`src/rtl/booth_pkg.sv`:
```
// Shared definitions for the Booth multiplier arbiter: state encoding and
// default sizing for operands and the watchdog counter.
package booth_pkg;

    localparam int DEF_WIDTH   = 3;
    localparam int DEF_TIMEOUT = 31;

    function automatic int cnt_w(input int timeout);
        return $clog2(timeout + 1);
    endfunction

    localparam int DEF_TO_W = cnt_w(DEF_TIMEOUT);

    localparam logic [2:0] IDLE  = 3'd0;
    localparam logic [2:0] START = 3'd1;
    localparam logic [2:0] ARM   = 3'd2;
    localparam logic [2:0] WAIT  = 3'd3;
    localparam logic [2:0] ACK   = 3'd4;

    typedef enum logic [2:0] {
        S_IDLE  = IDLE,
        S_START = START,
        S_ARM   = ARM,
        S_WAIT  = WAIT,
        S_ACK   = ACK
    } state_e;

endpackage

```
`src/rtl/rr_picker.sv`:
```
// Combinational round-robin select: first asserted request at or after the
// pointer, wrapping around the request vector.
module rr_picker #(
    parameter int NREQ = 2,
    parameter int IDW  = (NREQ > 1) ? $clog2(NREQ) : 1
) (
    input  logic [NREQ-1:0] req_i,
    input  logic [IDW-1:0]  ptr_i,
    output logic [IDW-1:0]  gid_o,
    output logic            any_o
);

    // Scan from farthest to nearest so the nearest asserted request wins.
    always_comb begin
        gid_o = '0;
        any_o = 1'b0;
        for (int k = NREQ - 1; k >= 0; k--) begin
            if (req_i[(int'(ptr_i) + k) % NREQ]) begin
                gid_o = IDW'((int'(ptr_i) + k) % NREQ);
                any_o = 1'b1;
            end
        end
    end

endmodule

```
`src/rtl/booth_mul_arbiter.sv`:
```
// Round-robin arbiter sharing one Booth multiplier among NREQ requesters
// using a 4-phase req/done handshake, with a watchdog on the multiplier.
module booth_mul_arbiter
    import booth_pkg::*;
#(
    parameter int NREQ    = 2,
    parameter int WIDTH   = DEF_WIDTH,
    parameter int TIMEOUT = DEF_TIMEOUT
) (
    input  logic                 clk,
    input  logic                 rst,
    input  logic [NREQ-1:0]      req,
    input  logic [NREQ*WIDTH-1:0] op_a,
    input  logic [NREQ*WIDTH-1:0] op_b,
    output logic [NREQ-1:0]      done,
    output logic                 err,
    output logic [2*WIDTH-1:0]   res,
    output logic                 busy,
    output logic [WIDTH-1:0]     mul_multiplicador,
    output logic [WIDTH-1:0]     mul_multiplicando,
    output logic                 mul_start,
    input  logic                 mul_fin,
    input  logic [2*WIDTH-1:0]   mul_resultado
);

    localparam int IDW  = (NREQ > 1) ? $clog2(NREQ) : 1;
    localparam int TO_W = cnt_w(TIMEOUT);

    state_e             state_q, state_d;
    logic [IDW-1:0]     ptr_q, ptr_d;
    logic [IDW-1:0]     gid_q, gid_d;
    logic [WIDTH-1:0]   a_q, a_d;
    logic [WIDTH-1:0]   b_q, b_d;
    logic [2*WIDTH-1:0] res_q, res_d;
    logic               err_q, err_d;
    logic [TO_W-1:0]    wd_q, wd_d;
    logic [IDW-1:0]     pick_gid;
    logic               pick_any;
    logic               wd_expired;

    rr_picker #(.NREQ(NREQ), .IDW(IDW)) u_pick (
        .req_i (req),
        .ptr_i (ptr_q),
        .gid_o (pick_gid),
        .any_o (pick_any)
    );

    // Expiry on the TIMEOUT-th cycle spent in ARM+WAIT.
    assign wd_expired = (wd_q == TO_W'(TIMEOUT - 1));

    always_comb begin
        state_d = state_q;
        ptr_d   = ptr_q;
        gid_d   = gid_q;
        a_d     = a_q;
        b_d     = b_q;
        res_d   = res_q;
        err_d   = err_q;
        wd_d    = wd_q;
        case (state_q)
            S_IDLE: begin
                if (pick_any) begin
                    gid_d   = pick_gid;
                    a_d     = op_a[int'(pick_gid)*WIDTH +: WIDTH];
                    b_d     = op_b[int'(pick_gid)*WIDTH +: WIDTH];
                    state_d = S_START;
                end
            end
            S_START: begin
                wd_d    = '0;
                state_d = S_ARM;
            end
            S_ARM: begin
                wd_d = wd_q + TO_W'(1);
                if (wd_expired) begin
                    res_d   = '0;
                    err_d   = 1'b1;
                    state_d = S_ACK;
                end else if (!mul_fin) begin
                    state_d = S_WAIT;
                end
            end
            S_WAIT: begin
                wd_d = wd_q + TO_W'(1);
                if (mul_fin) begin
                    res_d   = mul_resultado;
                    err_d   = 1'b0;
                    state_d = S_ACK;
                end else if (wd_expired) begin
                    res_d   = '0;
                    err_d   = 1'b1;
                    state_d = S_ACK;
                end
            end
            S_ACK: begin
                if (!req[gid_q]) begin
                    err_d   = 1'b0;
                    ptr_d   = (int'(gid_q) == NREQ - 1) ? '0 : gid_q + IDW'(1);
                    state_d = S_IDLE;
                end
            end
            default: state_d = S_IDLE;
        endcase
    end

    always_ff @(posedge clk) begin
        if (rst) begin
            state_q <= S_IDLE;
            ptr_q   <= '0;
            gid_q   <= '0;
            a_q     <= '0;
            b_q     <= '0;
            res_q   <= '0;
            err_q   <= 1'b0;
            wd_q    <= '0;
        end else begin
            state_q <= state_d;
            ptr_q   <= ptr_d;
            gid_q   <= gid_d;
            a_q     <= a_d;
            b_q     <= b_d;
            res_q   <= res_d;
            err_q   <= err_d;
            wd_q    <= wd_d;
        end
    end

    assign done              = (state_q == S_ACK) ? (NREQ'(1) << gid_q) : '0;
    assign err               = err_q;
    assign res               = res_q;
    assign busy              = (state_q != S_IDLE);
    assign mul_start         = (state_q == S_START);
    assign mul_multiplicador = a_q;
    assign mul_multiplicando = b_q;

endmodule

```
`config.mk`:
```
export PLATFORM = sky130hd
export DESIGN_NAME = booth_mul_arbiter
export DESIGN_NICKNAME = d
export VERILOG_FILES = /design/src/rtl/booth_pkg.sv /design/src/rtl/rr_picker.sv /design/src/rtl/booth_mul_arbiter.sv
export SDC_FILE = /design/constraint.sdc
export NUM_CORES = 1
export LEC_CHECK = 0
export CORE_UTILIZATION = 47
export DETAILED_ROUTE_END_ITERATION = 8
export PLACE_DENSITY = 0.83
export SYNTH_ARGS = -nofsm -noshare
export SYNTH_HDL_FRONTEND = slang
export SYNTH_SLANG_ARGS = --single-unit
export TNS_END_PERCENT = 50
```
`constraint.sdc`:
```
create_clock -name clk -period 3.6 [get_ports clk]
set_clock_uncertainty 0.1 [all_clocks]
set_input_delay 0.36 -clock clk [delete_from_list [all_inputs] [get_ports clk]]
set_output_delay 0.36 -clock clk [all_outputs]
set_load 0.05 [all_outputs]
```
==> key figures, run 1 <==
Status
  – Outcome: complete, no violations

Synth
  – Synthesized area: approximately 1100 um^2
  – Syn Inst Count: between 100 and 150
  – Netlist cell types: 41
  – Syn Area/Cell: 9.18 um^2
  – Number of synthesized flops with an enable pin: 0
  – Post-synthesis async set-or-reset flop share: 0%
  – Post-synthesis sequential area ratio: around 40%
  – Net Count, Synth: ~150
  – Ys Warns: 0
  – Synthesized flop and latch total: 23
  – Main synth FF type: dfxtp_1

Worst setup path
  – Critical Path Fanout Max: 13
  – R2r worst-path depth: 4
  – Worst EP arrival: around 2.3 ns
  – WS Path Type: register to primary output
  – RR Startpoint: state_q[2]
  – Required @ worst endpoint: 3.14 ns
  – Critical Path Source Type: register
  – Crit end category: primary output
  – Worst flop-to-flop path endpoint: mul_multiplicador[0]
  – R2r setup slk: approximately 1.7 ns

Power
  – Worst vdd rail ir drop: around 0.32 mV
  – NetSw: about 250 uW
  – Leakage: a little over 0.6 nW
  – Part of the power in combinational logic: a little under two fifths
  – Switch share: between 30% and 40%
  – Pwr dens: ~440 nW/um^2
  – Clk network pwr share: 17.1%
  – Power share of the sequential group: 44.9%
  – Internal Power: between 400 and 500 uW

Min path
  – Hold path cells: 1
  – HP Class: register to register
  – Hold Path Origin: res[4]
  – Hold path endpoint: res[4]

Floorplanning
  – Die Area: between 2000 and 3000 um^2
  – Rows: 17
  – Core Footprint: 2230 um^2
  – Initial Utilization: 50.5%
  – Die width: 51 um
  – Top Ports: 40
  – Chip height: around 50 um

STA
  – Setup tns final: 0 ns
  – RSZ-0062 raised after global routing: false
  – Max Fclk: roughly 0.37 GHz
  – Least-Margin Pin Slew: between 0.7 and 0.8 ns
  – Slew HR: 47.7%
  – Slew Viols, Final: 0
  – Endpoints failing setup: 0
  – Hold Fails Final Rpt: 0
  – Final worst path period share: around three quarters
  – Fin crit period: 2.72 ns

Global route
  – GR Overflow Total: 0
  – Global-route wire length before repair: about 4.3 mm
  – Global Route Usage Sum: a little over a fifth
  – Initial antenna violation count: 0
  – Largest net degree at the start of global routing: 24
  – Vias in the first global route: 1003

Detailed routing
  – Vias per inst: between 5 and 6
  – Post-route ant nets: 0
  – DRT Wirelength: around 2.6 mm
  – Routed wire length per instance: approximately 13 um
  – Via Count: slightly above 1000
  – DRC Markers: 0
  – Drt first pass iters: 4
  – Initial DRC count: 31

CTS
  – Worst-path clk slew: around 0.13 ns
  – Clock Latency Late Sink: around 0.30 ns
  – Deepest clock path buffer count: 2
  – CTS tree: done
  – Clock H-tree levels: 1
  – TritonCTS Buffers: 3
  – Post-CTS resize count: 0
  – CTS Hold Buffers Added: 0
  – Root Buffer: clkbuf_4
  – Clock Sinks: 23
  – Post-CTS Setup Repair Bufs: 0

Layout
  – Nets: 187
  – Diodes inserted: 0
  – Leading cell type in the layout, fill and taps excluded: clkdlybuf4s50_1
  – Share of layout cells above drive strength 1: 12.4%
  – Commonest cells after routing, fill and taps aside: 39 x clkdlybuf4s50_1, 23 x dfxtp_1, 15 x inv_1
  – Fillers: 183
  – Layout area overhead: 37.3%
  – Seq. cell area: approximately 460 um^2
  – Final Util: between 60% and 70%
  – Area of the multi-input gates: between 500 and 600 um^2

Placement
  – Post-detail-place hpwl: 1.92 mm
  – I/O Buffers: 39
  – GPL Wtd Cong: about 0.78

Run
  – MaxCap Viol Count: 0
stage by stage:
stage	area, um^2	power (mW)	cells	worst slack (ns)	hold WS (ns)
4_1_cts	1550	0.680	189	0.882	0.401
6_report	1550	0.675	189	0.881	0.397
2_1_floorplan	1130	0.478	123	1.20	0.362
3_5_place_dp	1520	0.565	185	1.23	0.367
3_3_place_gp	1520	0.561	185	1.26	0.363
5_1_grt	1550	0.712	189	0.803	0.422
synthesized netlist by cell type, drive strengths merged, types with 2 or more instances:
library cell  count  share of area (%)
dfxtp            23                 41
inv              16                5.3
nor2              8                2.7
a22o              6                4.7
a21oi             5                2.2
a222oi            5                4.4
buf               4                2.6
nand2             4                1.3
nand2b            4                2.2
nor3              4                2.2
or2b              4                3.1
mux2              3                3.0
nand3             3                1.3
nand4             3                1.7
nor3b             3                2.0
o21bai            3                2.0
a211oi            2                1.8
a31oi             2                1.1
and3              2                1.2
ha                2                2.2
o21ai             2               0.89
o31a              2                1.8
worst max path at each step:
stage          startpoint      end  cells past startpoint
3_3_place_gp   state_q[2]  done[0]                      3
3_5_place_dp          rst   res[0]                      3
6_report       state_q[2]  done[0]                      3
5_1_grt        state_q[2]  done[0]                      3
2_1_floorplan  state_q[2]  wd_q[3]                      4
4_1_cts        state_q[2]  done[0]                      3
state kept, by name, summed over array words and instances, names as in the netlist:
signal	cells
res	6
wd_q	5
mul_multiplicador	3
mul_multiplicando	3
state_q	3
err	1
gid_q	1
ptr_q	1
critical path, cell delays in order, from the launching register on:
cell	delay, ns
dfxtp_1	0.55
or3b_2	0.52
nor2_1	0.10
clkdlybuf4s50_1	0.80
power by group through the flow:
stage	Combinational (mW)	Clock (mW)	Sequential (mW)
4_1_cts	0.257	0.120	0.303
3_3_place_gp	0.254	0	0.307
3_5_place_dp	0.256	0	0.308
5_1_grt	0.274	0.130	0.308
6_report	0.256	0.115	0.303
2_1_floorplan	0.116	0	0.362
metal layers:
layer / vias to the layer above / part of all wire (%) / track usage [%]
li1: 524 / - / -
met1: 472 / 46 / 26.8
met2: 30 / 47 / 36.4
met3: 4 / 5.4 / 2.98
met4: 0 / 1.2 / 6.94
met5: - / 0 / 0
layout make-up:
| cell class | count | area share (%) |
|---|---|---|
| clock buffer | 3 | 1.45 |
| clock inverter | 1 | 0.323 |
| inverter | 16 | 3.88 |
| multi-input combinational | 79 | 37.2 |
| sequential | 23 | 29.7 |
| tap | 28 | 2.26 |
| timing repair buffer | 39 | 25.2 |
cells by family after synthesis:
kind of cell,synth area share (%)
fa+ha+maj,2.22
simple gates,23.8
mux,2.99
compound gates,22.0
buf+inv,8.20
flops,40.8
Power figures use the tool's default switching activity.
==> inputs of run 2 (changes only) <==
- CORE_UTILIZATION: 47 -> 39
- PLACE_DENSITY: 0.83 -> 0.74
- clock period: 3.6 -> 2.4 ns (I/O delays scaled with it)
==> run 2 against run 1 <==
Via count up 2.0%. Global-route usage down 2.7 points. Critical path type unchanged. Critical endpoint is now busy. Largest cell class unchanged. Core utilization down 13 points.
==> key figures, run 2 (synthesis results as in run 1) <==
Power
  – Internal Power: 644 uW (was 427 uW)
  – Worst vdd rail ir drop: 0.429 mV (was 0.322 mV)
  – NetSw: 382 uW (was 248 uW)
  – Leakage: 0.624 nW (was 0.611 nW)
  – Pwr dens: 657 nW/um^2 (was 436 nW/um^2)
  – Part of the power in combinational logic: 38.2% (was 38.0%)
  – Power share of the sequential group: 44.5% (was 44.9%)
  – Total power: 1.03 mW (was 675 uW)
  – Switch share: 37.2% (was 36.7%)
  – Clk network pwr share: 17.4% (was 17.1%)

Global route
  – Global-route wire length before repair: 4.56 mm (was 4.28 mm)
  – GR Overflow Total: 0 (unchanged)
  – Vias in the first global route: 1025 (was 1003)
  – Initial antenna violation count: 0 (unchanged)
  – Largest net degree at the start of global routing: 18 (was 24)
  – Global Route Usage Sum: 18.4% (was 21.1%)

CTS
  – Clock Latency Late Sink: 0.31 ns (was 0.30 ns)
  – Root Buffer: clkbuf_4 (unchanged)
  – Worst-path clk slew: 0.13 ns (about the same)
  – Post-CTS Setup Repair Bufs: 0 (unchanged)
  – Clock Sinks: 23 (unchanged)
  – Post-CTS resize count: 0 (unchanged)
  – Deepest clock path buffer count: 2 (unchanged)
  – Clock H-tree levels: 1 (unchanged)
  – CTS Hold Buffers Added: 0 (unchanged)
  – TritonCTS Buffers: 3 (unchanged)
  – CTS tree: done (unchanged)

Worst setup path
  – Critical Path Fanout Max: 13 (unchanged)
  – Required @ worst endpoint: 2.06 ns (was 3.14 ns)
  – R2r setup slk: 0.60 ns (was 1.73 ns)
  – Crit-path cells: nor3_2 > inv_2 > clkdlybuf4s50_1 (was or3b_2 > nor2_1 > clkdlybuf4s50_1)
  – RR Startpoint: state_q[2] (unchanged)
  – Worst EP arrival: 1.94 ns (was 2.26 ns)
  – Crit path launch: state_q[2] (unchanged)
  – Worst Setup EP: busy (was done[0])
  – Worst flop-to-flop path endpoint: mul_multiplicando[1] (was mul_multiplicador[0])
  – Crit end category: primary output (unchanged)
  – Critical Path Source Type: register (unchanged)
  – WS Path Type: register to primary output (unchanged)
  – Critical Path Slowest Stage Cell: clkdlybuf4s50_1 (unchanged)
  – Critical path's largest stage delay: 0.82 ns (was 0.80 ns)
  – R2r worst-path depth: 4 (unchanged)

Floorplanning
  – Rows: 19 (was 17)
  – Core Footprint: 2760 um^2 (was 2230 um^2)
  – Initial Utilization: 40.9% (was 50.5%)
  – Die Area: 3110 um^2 (was 2600 um^2)
  – Top Ports: 40 (unchanged)
  – Die width: 55.8 um (was 51 um)
  – Chip height: 55.8 um (was 51 um)

STA
  – Slew HR: 60.8% (was 47.7%)
  – Fin crit period: ~2.3 ns
  – Worst setup margin: 0.118 ns (was 0.881 ns)
  – RSZ-0062 raised after global routing: false (unchanged)
  – Least-Margin Pin Slew: 0.583 ns (was 0.782 ns)
  – Final worst path period share: between 90% and 100%
  – Hold slack: 0.377 ns (was 0.397 ns)
  – Slew Viols, Final: 0 (unchanged)
  – Hold Fails Final Rpt: 0 (unchanged)
  – Setup tns final: 0 ns (unchanged)
  – Endpoints failing setup: 0 (unchanged)
  – Max Fclk: 0.438 GHz

Detailed routing
  – DRC Markers: 0 (unchanged)
  – Vias per inst: 5.42 (was 5.45)
  – Routed wire length per instance: 13.5 um (about the same)
  – Post-route ant nets: 0 (unchanged)
  – DRT Wirelength: 2.62 mm (was 2.55 mm)
  – Via Count: 1051 (was 1030)
  – Drt first pass iters: 4 (unchanged)
  – Initial DRC count: 45 (was 31)

Layout
  – Final Util: 56.7% (was 69.4%)
  – Nets: 189 (was 187)
  – Commonest cells after routing, fill and taps aside: 37 x clkdlybuf4s50_1, 23 x dfxtp_1, 15 x inv_1 (was 39 x clkdlybuf4s50_1, 23 x dfxtp_1, 15 x inv_1)
  – Share of layout cells above drive strength 1: 14.7% (was 12.4%)
  – Layout area overhead: 38.5% (was 37.3%)
  – Leading cell type in the layout, fill and taps excluded: clkdlybuf4s50_1 (unchanged)
  – Diodes inserted: 0 (unchanged)
  – Largest register FFs: 6 (unchanged)

Placement
  – GPL Wtd Cong: 0.795 (was 0.784)
  – Post-detail-place hpwl: 2.04 mm (was 1.92 mm)
  – Setup WS pre-CTS: 0.377 ns (was 1.23 ns)
  – I/O Buffers: 39 (unchanged)

Run
  – MaxCap Viol Count: 0 (unchanged)

Min path
  – HP Class: primary input to register (was register to register)
  – Hold path cells: 3 (was 1)

Status
  – Outcome: complete, no violations (unchanged)
[run 2: worst max-delay path, delay by kind of cell (launching register included)]
| kind | cells | cell delay (ns) |
|---|---|---|
| flip-flops | 1 | 0.57 |
| buffers and inverters | 2 | 0.95 |
| AND/OR/NAND/NOR | 1 | 0.12 |
[run 2: how the worst min path moves through the flow]
stage / startpoint / to / slack (ns)
finish: op_a[4] / mul_multiplicador[1] / 0.38
global route: op_a[5] / mul_multiplicador[2] / 0.37
CTS: op_a[4] / mul_multiplicador[1] / 0.38
detailed placement: res[5] / res[5] / 0.37
global placement: res[0] / res[0] / 0.37
floorplan: mul_resultado[0] / res[0] / 0.27
[run 2: routing by layer]
| layer | global-route usage, % | part of all wire (%) | routed length (um) |
|---|---|---|---|
| met1 | 23.1 | 46 | 1210 |
| met2 | 30.6 | 47 | 1240 |
| met3 | 3.49 | 4.9 | 128 |
| met4 | 8.21 | 1.6 | 41 |
| met5 | 0 | 0 | 0 |
[run 2: power by group through the flow]
| stage | logic (mW) | registers (mW) | clock network [mW] |
|---|---|---|---|
| floorplan | 0.174 | 0.543 | 0 |
| global placement | 0.385 | 0.463 | 0 |
| detailed placement | 0.391 | 0.465 | 0 |
| CTS | 0.392 | 0.456 | 0.185 |
| global route | 0.418 | 0.463 | 0.209 |
| finish | 0.392 | 0.456 | 0.179 |
[run 2: area by class of cell]
class	instances	area, um^2
clock buffers	3	22.5
clock inverters	1	5.00
fillers	252	1190
inverters	16	60.1
multi-input cells	79	576
flip-flops and latches	23	460
well taps	31	38.8
repair buffers	41	400
[run 2: per-stage QoR]
step	area, um^2	std cells
after floorplan	1130	123
after global routing	1560	194
after CTS	1560	194
after detailed placement	1540	190
final	1560	194
after global placement	1540	190
==> inputs of run 3 (changes only) <==
- CTS_CLUSTER_DIAMETER: not set -> 60
- PLACE_DENSITY: 0.74 -> 0.75
- RECOVER_POWER: not set -> 50
- SYNTH_HIERARCHICAL: not set -> 1
==> run 3 against run 2 <==
Synthesized area fell by 4.1%. Largest power group unchanged. Total power down 6.1%. Combinational power shrank 13%. Hold slack gained 0.032 ns. Routed wire length shrank 8.5%. Clock-buffer cell count did not move. Sequential power shrank 3%. Register-to-register slack improved by 0.02 ns.
==> key figures, run 3 <==
Floorplanning
  – Chip height: 54.7 um (was 55.8 um)
  – Initial Utilization: 42.5% (was 40.9%)
  – Top Ports: 40 (unchanged)
  – Rows: 18 (was 19)
  – Die Area: 2990 um^2 (was 3110 um^2)
  – Die width: 54.7 um (was 55.8 um)
  – Core Footprint: 2540 um^2 (was 2760 um^2)

Worst setup path
  – Required @ worst endpoint: 2.06 ns (about the same)
  – Worst EP arrival: 1.90 ns (was 1.94 ns)
  – Critical Path Fanout Max: 8 (was 13)
  – Crit end category: primary output (unchanged)
  – WS Path Type: register to primary output (unchanged)
  – Critical Path Source Type: register (unchanged)

Placement
  – I/O Buffers: 39 (unchanged)
  – GPL Wtd Cong: 0.865 (was 0.795)
  – Setup WS pre-CTS: 0.510 ns (was 0.377 ns)
  – Placed inst area: 1480 um^2 (was 1540 um^2)
  – Post-detail-place hpwl: 1.83 mm (was 2.04 mm)

Synth
  – Share of the synthesized area in the top cell type: 42.5% (was 40.8%)
  – Count leader, synth: nor2_1 (was dfxtp_1)
  – Largest cells by area after synthesis: dfxtp_1 43%, nor2_1 9.0%, mux2i_1 6.5% (was dfxtp_1 41%, inv_1 5.0%, a22o_1 4.7%)
  – Post-synthesis sequential area ratio: 42.5% (was 40.8%)
  – Syn Inst Count: 125 (was 123)
  – Dominant cell type by area after synthesis: dfxtp_1 (unchanged)
  – Number of synthesized flops with an enable pin: 0 (unchanged)
  – Ys Warns: 6 (was 0)
  – Synth cell count leaders: 26 x nor2_1, 23 x dfxtp_1 (was 23 x dfxtp_1, 15 x inv_1, 8 x nor2_1, 6 x a22o_1)
  – Synthesized flop and latch total: 23 (unchanged)
  – Syn Area/Cell: 8.66 um^2 (was 9.18 um^2)
  – Synthesized area: 1080 um^2 (was 1130 um^2)
  – Post-synthesis async set-or-reset flop share: 0% (unchanged)
  – Netlist cell types: 34 (was 41)
  – Net Count, Synth: 150 (was 148)
  – Main synth FF type: dfxtp_1 (unchanged)

Global route
  – GR Overflow Total: 0 (unchanged)
  – Met2 GRT Util: 25.7% (was 30.6%)
  – GR Layer Usage met1: 24.8% (was 23.1%)
  – Vias in the first global route: 882 (was 1025)
  – Largest net degree at the start of global routing: 24 (was 18)
  – Global-route wire length before repair: 3.90 mm (was 4.56 mm)
  – Grt peak-use layer: met2 (unchanged)
  – Global Route Usage Sum: 18.0% (was 18.4%)
  – GR Util met3: 4.17% (was 3.49%)
  – Initial antenna violation count: 0 (unchanged)

Power
  – Worst vdd rail ir drop: 0.437 mV (was 0.429 mV)
  – Pwr dens: 642 nW/um^2 (was 657 nW/um^2)
  – Leakage: 0.561 nW (was 0.624 nW)

Layout
  – Design area: 1500 um^2 (was 1560 um^2)
  – Diodes inserted: 0 (unchanged)
  – Seq. cell area: 460 um^2 (unchanged)
  – Nets: 189 (unchanged)
  – Share of layout cells above drive strength 1: 7.36% (was 14.7%)
  – Final Util: 58.9% (was 56.7%)
  – Leading cell type in the layout, fill and taps excluded: clkdlybuf4s50_1 (unchanged)
  – Fillers: 222 (was 252)
  – Commonest cells after routing, fill and taps aside: 38 x clkdlybuf4s50_1, 26 x nor2_1, 23 x dfxtp_1 (was 37 x clkdlybuf4s50_1, 23 x dfxtp_1, 15 x inv_1)
  – Area of the multi-input gates: 564 um^2 (was 576 um^2)
  – Largest register FFs: 6 (unchanged)
  – Layout area overhead: 38.6% (was 38.5%)

Detailed routing
  – Routed wire length per instance: 12.4 um (was 13.5 um)
  – Post-route ant nets: 0 (unchanged)
  – DRC Markers: 0 (unchanged)
  – Initial DRC count: 32 (was 45)
  – Via Count: 1000 (was 1051)
  – DRT Wirelength: 2.40 mm (was 2.62 mm)
  – Drt first pass iters: 4 (unchanged)
  – Vias per inst: 5.18 (was 5.42)

STA
  – Slew Viols, Final: 0 (unchanged)
  – Hold Fails Final Rpt: 0 (unchanged)
  – Final worst path period share: 93.5% (was 95.1%)
  – Max Fclk: 0.446 GHz (was 0.438 GHz)
  – RSZ-0062 raised after global routing: false (unchanged)
  – Worst setup margin: 0.157 ns (was 0.118 ns)
  – Least-Margin Pin Slew: 0.853 ns (was 0.583 ns)
  – Setup tns final: 0 ns (unchanged)
  – Endpoints failing setup: 0 (unchanged)
  – Slew HR: 43.0% (was 60.8%)
  – Fin crit period: 2.24 ns (was 2.28 ns)

CTS
  – CTS tree: done (unchanged)
  – Root Buffer: clkbuf_4 (unchanged)
  – CTS Hold Buffers Added: 0 (unchanged)
  – Post-CTS Setup Repair Bufs: 0 (unchanged)
  – Post-CTS resize count: 0 (unchanged)
  – Clock Sinks: 23 (unchanged)
  – TritonCTS Buffers: 3 (unchanged)
  – Deepest clock path buffer count: 2 (unchanged)
  – Worst-path clk slew: 0.13 ns (about the same)
  – Clock H-tree levels: 1 (unchanged)
  – Clock Latency Late Sink: 0.31 ns (about the same)

Status
  – Outcome: complete, no violations (unchanged)

Run
  – MaxCap Viol Count: 0 (unchanged)

Min path
  – HP Class: register to register (was primary input to register)
run 3: cell count changes in the layout (fill, tap and decap cells not counted), sizes merged, moves of 5 or more:
cell,previous run,this run
a22oi,0,7
mux2i,0,7
a211oi,2,8
a222oi,5,0
nor2,8,26
a22o,6,0
inv,16,4
run 3: kinds of logic after synthesis:
| logic type | synth area share [%] |
|---|---|
| AND/OR/NAND/NOR | 21.5 |
| AO/OA/AOI/OAI | 20.5 |
| flip-flops | 42.5 |
| buffers and inverters | 4.62 |
| multiplexers | 8.56 |
| adder cells (fa/ha/maj) | 2.31 |
run 3: path summary, 6_finish.rpt:
| check | start | endpoint | slack (ns) | depth (start not counted) |
|---|---|---|---|---|
| worst max-delay path | state_q[1] | done[1] | 0.16 | 3 |
| worst min-delay path | mul_multiplicando[0] | mul_multiplicando[0] | 0.41 | 2 |
| worst max register to register | state_q[2] | err | 0.62 | 4 |
| worst min register to register | mul_multiplicando[0] | mul_multiplicando[0] | 0.41 | 2 |
run 3: area by class of cell:
cell class	count	area share, %
clock buffer	3	1.50
clock inverter	1	0.334
inverter	4	1.00
multi-input combinational	92	37.6
sequential	23	30.7
tap	30	2.50
timing repair buffer	40	26.4
run 3: stage by stage:
step / total power [mW] / cells / hold WS [ns]
2_1_floorplan: 0.684 / 125 / 0.213
3_3_place_gp: 0.794 / 189 / 0.377
3_5_place_dp: 0.800 / 189 / 0.395
4_1_cts: 0.978 / 193 / 0.413
5_1_grt: 1.02 / 193 / 0.430
6_report: 0.963 / 193 / 0.409
run 3: critical path: stages, from the launching register on:
cell             delay, ns
dfxtp_1               0.40
nor2_1                0.21
and3_2                0.20
clkdlybuf4s50_1       0.80
run 3: layer usage:
| metal | up-vias | wire [um] |
|---|---|---|
| li1 | 520 | - |
| met1 | 449 | 1150 |
| met2 | 29 | 1100 |
| met3 | 2 | 131 |
| met4 | 0 | 20 |
| met5 | - | 0 |
run 3: report_power, final:
part / total, mW / switching (mW) / internal, mW
Combinational: 0.343 / 0.210 / 0.134
Sequential: 0.444 / 0.0283 / 0.416
Clock: 0.176 / 0.113 / 0.0622
Total: 0.963 / 0.351 / 0.612
==> edit 1 (settings of run 3) <==
`DEF_WIDTH`: 3 -> 6.
--- a/src/rtl/booth_pkg.sv
+++ b/src/rtl/booth_pkg.sv
@@ -2,7 +2,7 @@
 // default sizing for operands and the watchdog counter.
 package booth_pkg;
 
-    localparam int DEF_WIDTH   = 3;
+    localparam int DEF_WIDTH   = 6;
     localparam int DEF_TIMEOUT = 31;
 
     function automatic int cnt_w(input int timeout);
Interface: changed (6 resized); port bits go from 40 to 70. The function was not compared with the original's and may differ.
==> edit 1 against run 3 <==
  * Cell area is 58% higher
  * Setup slack better by 2.7 ps
  * Sequential cell count is 12 higher
  * Area after synthesis is 48% higher
  * Synthesized cell count is 38% higher
  * Hold slack worse by 30 ps
  * Count of clock-buffer cells in the layout is 5 higher
  * Routed wire length is 51% higher
  * Total power is 72% higher
  * Critical path depth is 1 lower
  * Die area is 46% higher
  * Critical path type unchanged
  * Largest power group unchanged
  * Highest routed layer unchanged
==> edit 1: results (changes against run 3) <==
sequential-to-total area share from yosys stat=43.8% (+1.3 points); CTS buffer count=5 (+2); clk_lat worst skew=280 ps (-30 ps); number of global-route vias before repair=1,332 (+51%); largest net degree at the start of global routing=36 (+50%); Total GRT Usage=18.2% (+0.23 points); Leak=0.000928 uW (+65%); H-tree levels=2 (+1); fillers=349 (+57%); run status=finished clean; Port Buffers=69 (+77%); reg2reg end=res[6]; gp weighted congestion=0.767 (-11%); Tightest Pin Transition=564 ps (-289 ps); library cells used by synthesis=39 (+15%); DR vias/cell=5.06 (-2.4%); Wirelength per Cell=12.7 um (+2.0%); post-synthesis compound-gate area fraction=19.8% (-0.67 points); reg2reg start=state_q[1]; DR iter-0 viols=73 (+130%); DP HPWL=2490 um (+36%); post-synthesis mux area share=9.55% (+0.99 points); Largest register FFs=12 (+6); first-pass GRT wire length=6020 um (+54%); flop-to-flop setup slack=530 ps (-90 ps); post-synthesis adder-cell area fraction=1.56% (-0.75 points)
-- edit 1: changes by cell type in the layout (fill, tap and decap cells not counted), sizes merged, moves of 2 or more --
cell                  run 3  this run
clkdlybuf4s50            38        55
dfxtp                    23        35
dlygate4sd3               0        11
a211oi                    8        16
nor2                     26        34
a22oi                     7        13
clkbuf                    3         9
mux2i                     7        13
buf                       2         6
o21ai                     6         2
a21oi                     7         9
a31oi                     2         0
nand2                     3         1
-- edit 1: worst max-delay path: stages (launching register included) --
cell,delay (ps)
dfxtp_1,420
or3_2,500
clkdlybuf4s50_1,700
-- edit 1: worst min path at each step --
stage,end,startpoint,slack [ps],cells past startpoint
floorplan,res[0],mul_resultado[0],300,2
global placement,wd_q[4],wd_q[4],370,2
detailed placement,wd_q[4],wd_q[4],370,2
CTS,wd_q[4],wd_q[4],380,2
global route,wd_q[4],wd_q[4],390,2
finish,wd_q[4],wd_q[4],380,2
-- edit 1: layer usage --
metal | vias up | GRT usage (%) | wire length [um]
li1 | 740 | - | -
met1 | 669 | 21.3 | 1650
met2 | 33 | 30.6 | 1730
met3 | 4 | 4.83 | 185
met4 | 0 | 8.78 | 55
met5 | - | 0 | 0
-- edit 1: layout make-up --
| cell class | count | area share [%] |
|---|---|---|
| Multi-Input combinational cell | 118 | 33.0 |
| Sequential cell | 35 | 29.6 |
| Timing Repair Buffer | 73 | 30.0 |
| Clock buffer | 8 | 4.23 |
| Inverter | 4 | 0.634 |
| Tap cell | 48 | 2.54 |
-- edit 1: cells by family (layout without fill, tap and decap cells) --
group / count (synthesis) / count (layout)
AOI/OAI and AO/OA: 44 / 44
adders and majority gates: 2 / 2
buffers and inverters: 19 / 85
DFF: 35 / 35
muxes: 15 / 15
and+or+nand+nor: 57 / 57
-- edit 1: power by group --
part           switching (uW)  internal [uW]
Combinational             313            211
Clock                     195            262
Sequential               41.7            634
Total                     550           1110
-- edit 1: per-stage QoR --
| step | std cells | cell area (um2) | worst slack, ps |
|---|---|---|---|
| 3_5_place_dp | 278 | 2280 | 462 |
| 4_1_cts | 286 | 2380 | 153 |
| 6_report | 286 | 2370 | 159 |
| 3_3_place_gp | 278 | 2280 | 473 |
| 2_1_floorplan | 172 | 1600 | 580 |
| 5_1_grt | 286 | 2370 | 97.6 |
==> edit 2 (settings of run 3) <==
Made on the original files. Register the output `done`, with the module's reset; this adds one clock of latency there. The other outputs are not delayed to match.
--- a/src/rtl/booth_mul_arbiter.sv
+++ b/src/rtl/booth_mul_arbiter.sv
@@ -125,7 +125,13 @@
         end
     end
 
-    assign done              = (state_q == S_ACK) ? (NREQ'(1) << gid_q) : '0;
+    always_ff @(posedge clk) begin
+        if (rst) begin
+            done <= '0;
+        end else begin
+            done <= (state_q == S_ACK) ? (NREQ'(1) << gid_q) : '0;
+        end
+    end
     assign err               = err_q;
     assign res               = res_q;
     assign busy              = (state_q != S_IDLE);
Function: changed (a bounded check fails within 10 cycles, from zero or initial values and one cycle with rst high).
==> edit 2 against run 3 <==
  * The run now ends with DRC left
  * Routed wire length rose by 7.4%
  * Total power fell by 0.76%
  * Combinational power fell by 12%
  * Sequential cell count increased by 2
  * Area after synthesis grew 9.7%
  * Via count fell by 0.60%
  * Non-clock buffer count rose by 3
  * Final cell count fell by 2.6%
  * Setup slack improved by 33 ps
  * Synthesized cell count decreased by 6.4%
  * Cell area rose by 5.3%
  * First-iteration DRC count rose by 6.3%
  * Highest routed layer unchanged
==> edit 2: results (changes against run 3) <==
Comb power frac=31.5% (-4.2 points); run status=finished with violations; largest fanout on the critical path=14 (+6); Routed WL=2570 um (+7.4%); met2 Use GR=28.7% (+3.0 points); placed cells=184 (-2.6%); commonest cells in the netlist=dfxtp_1 (25), nor2_1 (12), a22o_1 (7), mux2i_1 (7), a21oi_1 (6); FF+latch area=500 um2 (+8.7%); DR vias/cell=5.29 (+2.0%); hold slack=393 ps (-15.6 ps); multi-input logic area=582 um2 (+3.1%); buffer share of cell area=26.5% (+0.19 points); Pre-Repair DR Iteration Count=6 (+2); Clk. pwr=183 uW (+4%); routed vias=994 (-0.60%); Signal inverters=3 (-1); sequential-to-total area share from yosys stat=42.1% (-0.39 points); first-pass GRT wire length=4320 um (+11%); flops & latches, synth=25 (+8.7%); fillers=264 (+19%); Total GRT Usage=17.1% (-0.91 points); number of multi-input logic gates=82 (-11%); Psw=324 uW (-7.7%); DR DRC count=4 (+4); gp weighted congestion=0.745 (-14%); reg2reg start=wd_q[0]; M3 GR Usage=2.95% (-1.2 points); Tightest Pin Transition=762 ps (-90.8 ps); HP Start=wd_q[0]; library cells used by synthesis=42 (+24%); Repair and plain buffers=43 (+7.5%); WP data arrival=1870 ps (-30 ps); largest net degree at the start of global routing=15 (-38%); syn nets=142 (-5.3%); reg2reg end=res[3]; Synth Cell Area=1190 um2 (+9.7%); Setup WS pre-CTS=398 ps (-112 ps); failing checks=DRC; Synth Instances=117 (-6.4%); met1 usage=21.5% (-3.3 points); DP HPWL=1980 um (+8.4%); flop-to-flop setup slack=420 ps (-200 ps)
-- edit 2: cell count changes after synthesis, sizes merged, moves of 2 or more --
cell | run 3 | this run
a22oi | 7 | 0
dfxtp | 23 | 25
nand2 | 3 | 5
or2 | 4 | 1
nor3b | 0 | 4
nand3 | 4 | 0
buf | 4 | 6
o22ai | 0 | 2
a22o | 0 | 7
nor4b | 0 | 2
nor2 | 26 | 12
o21ai | 6 | 2
nand4 | 3 | 1
-- edit 2: critical path: cells and delay by family, from the launching register on --
| family | cells | cell delay [ps] |
|---|---|---|
| flops | 1 | 600 |
| buf+inv | 1 | 790 |
| simple gates | 1 | 170 |
-- edit 2: layer usage --
layer	vias to the layer above	part of all wire, %
met5	-	0
met4	0	1.8
met3	4	3.7
met2	30	48
met1	447	46
li1	513	-
-- edit 2: logic make-up after synthesis --
family,count (synthesis)
AO/OA/AOI/OAI,33
adder cells (fa/ha/maj),2
buffers and inverters,10
flip-flops,25
multiplexers,8
AND/OR/NAND/NOR,39
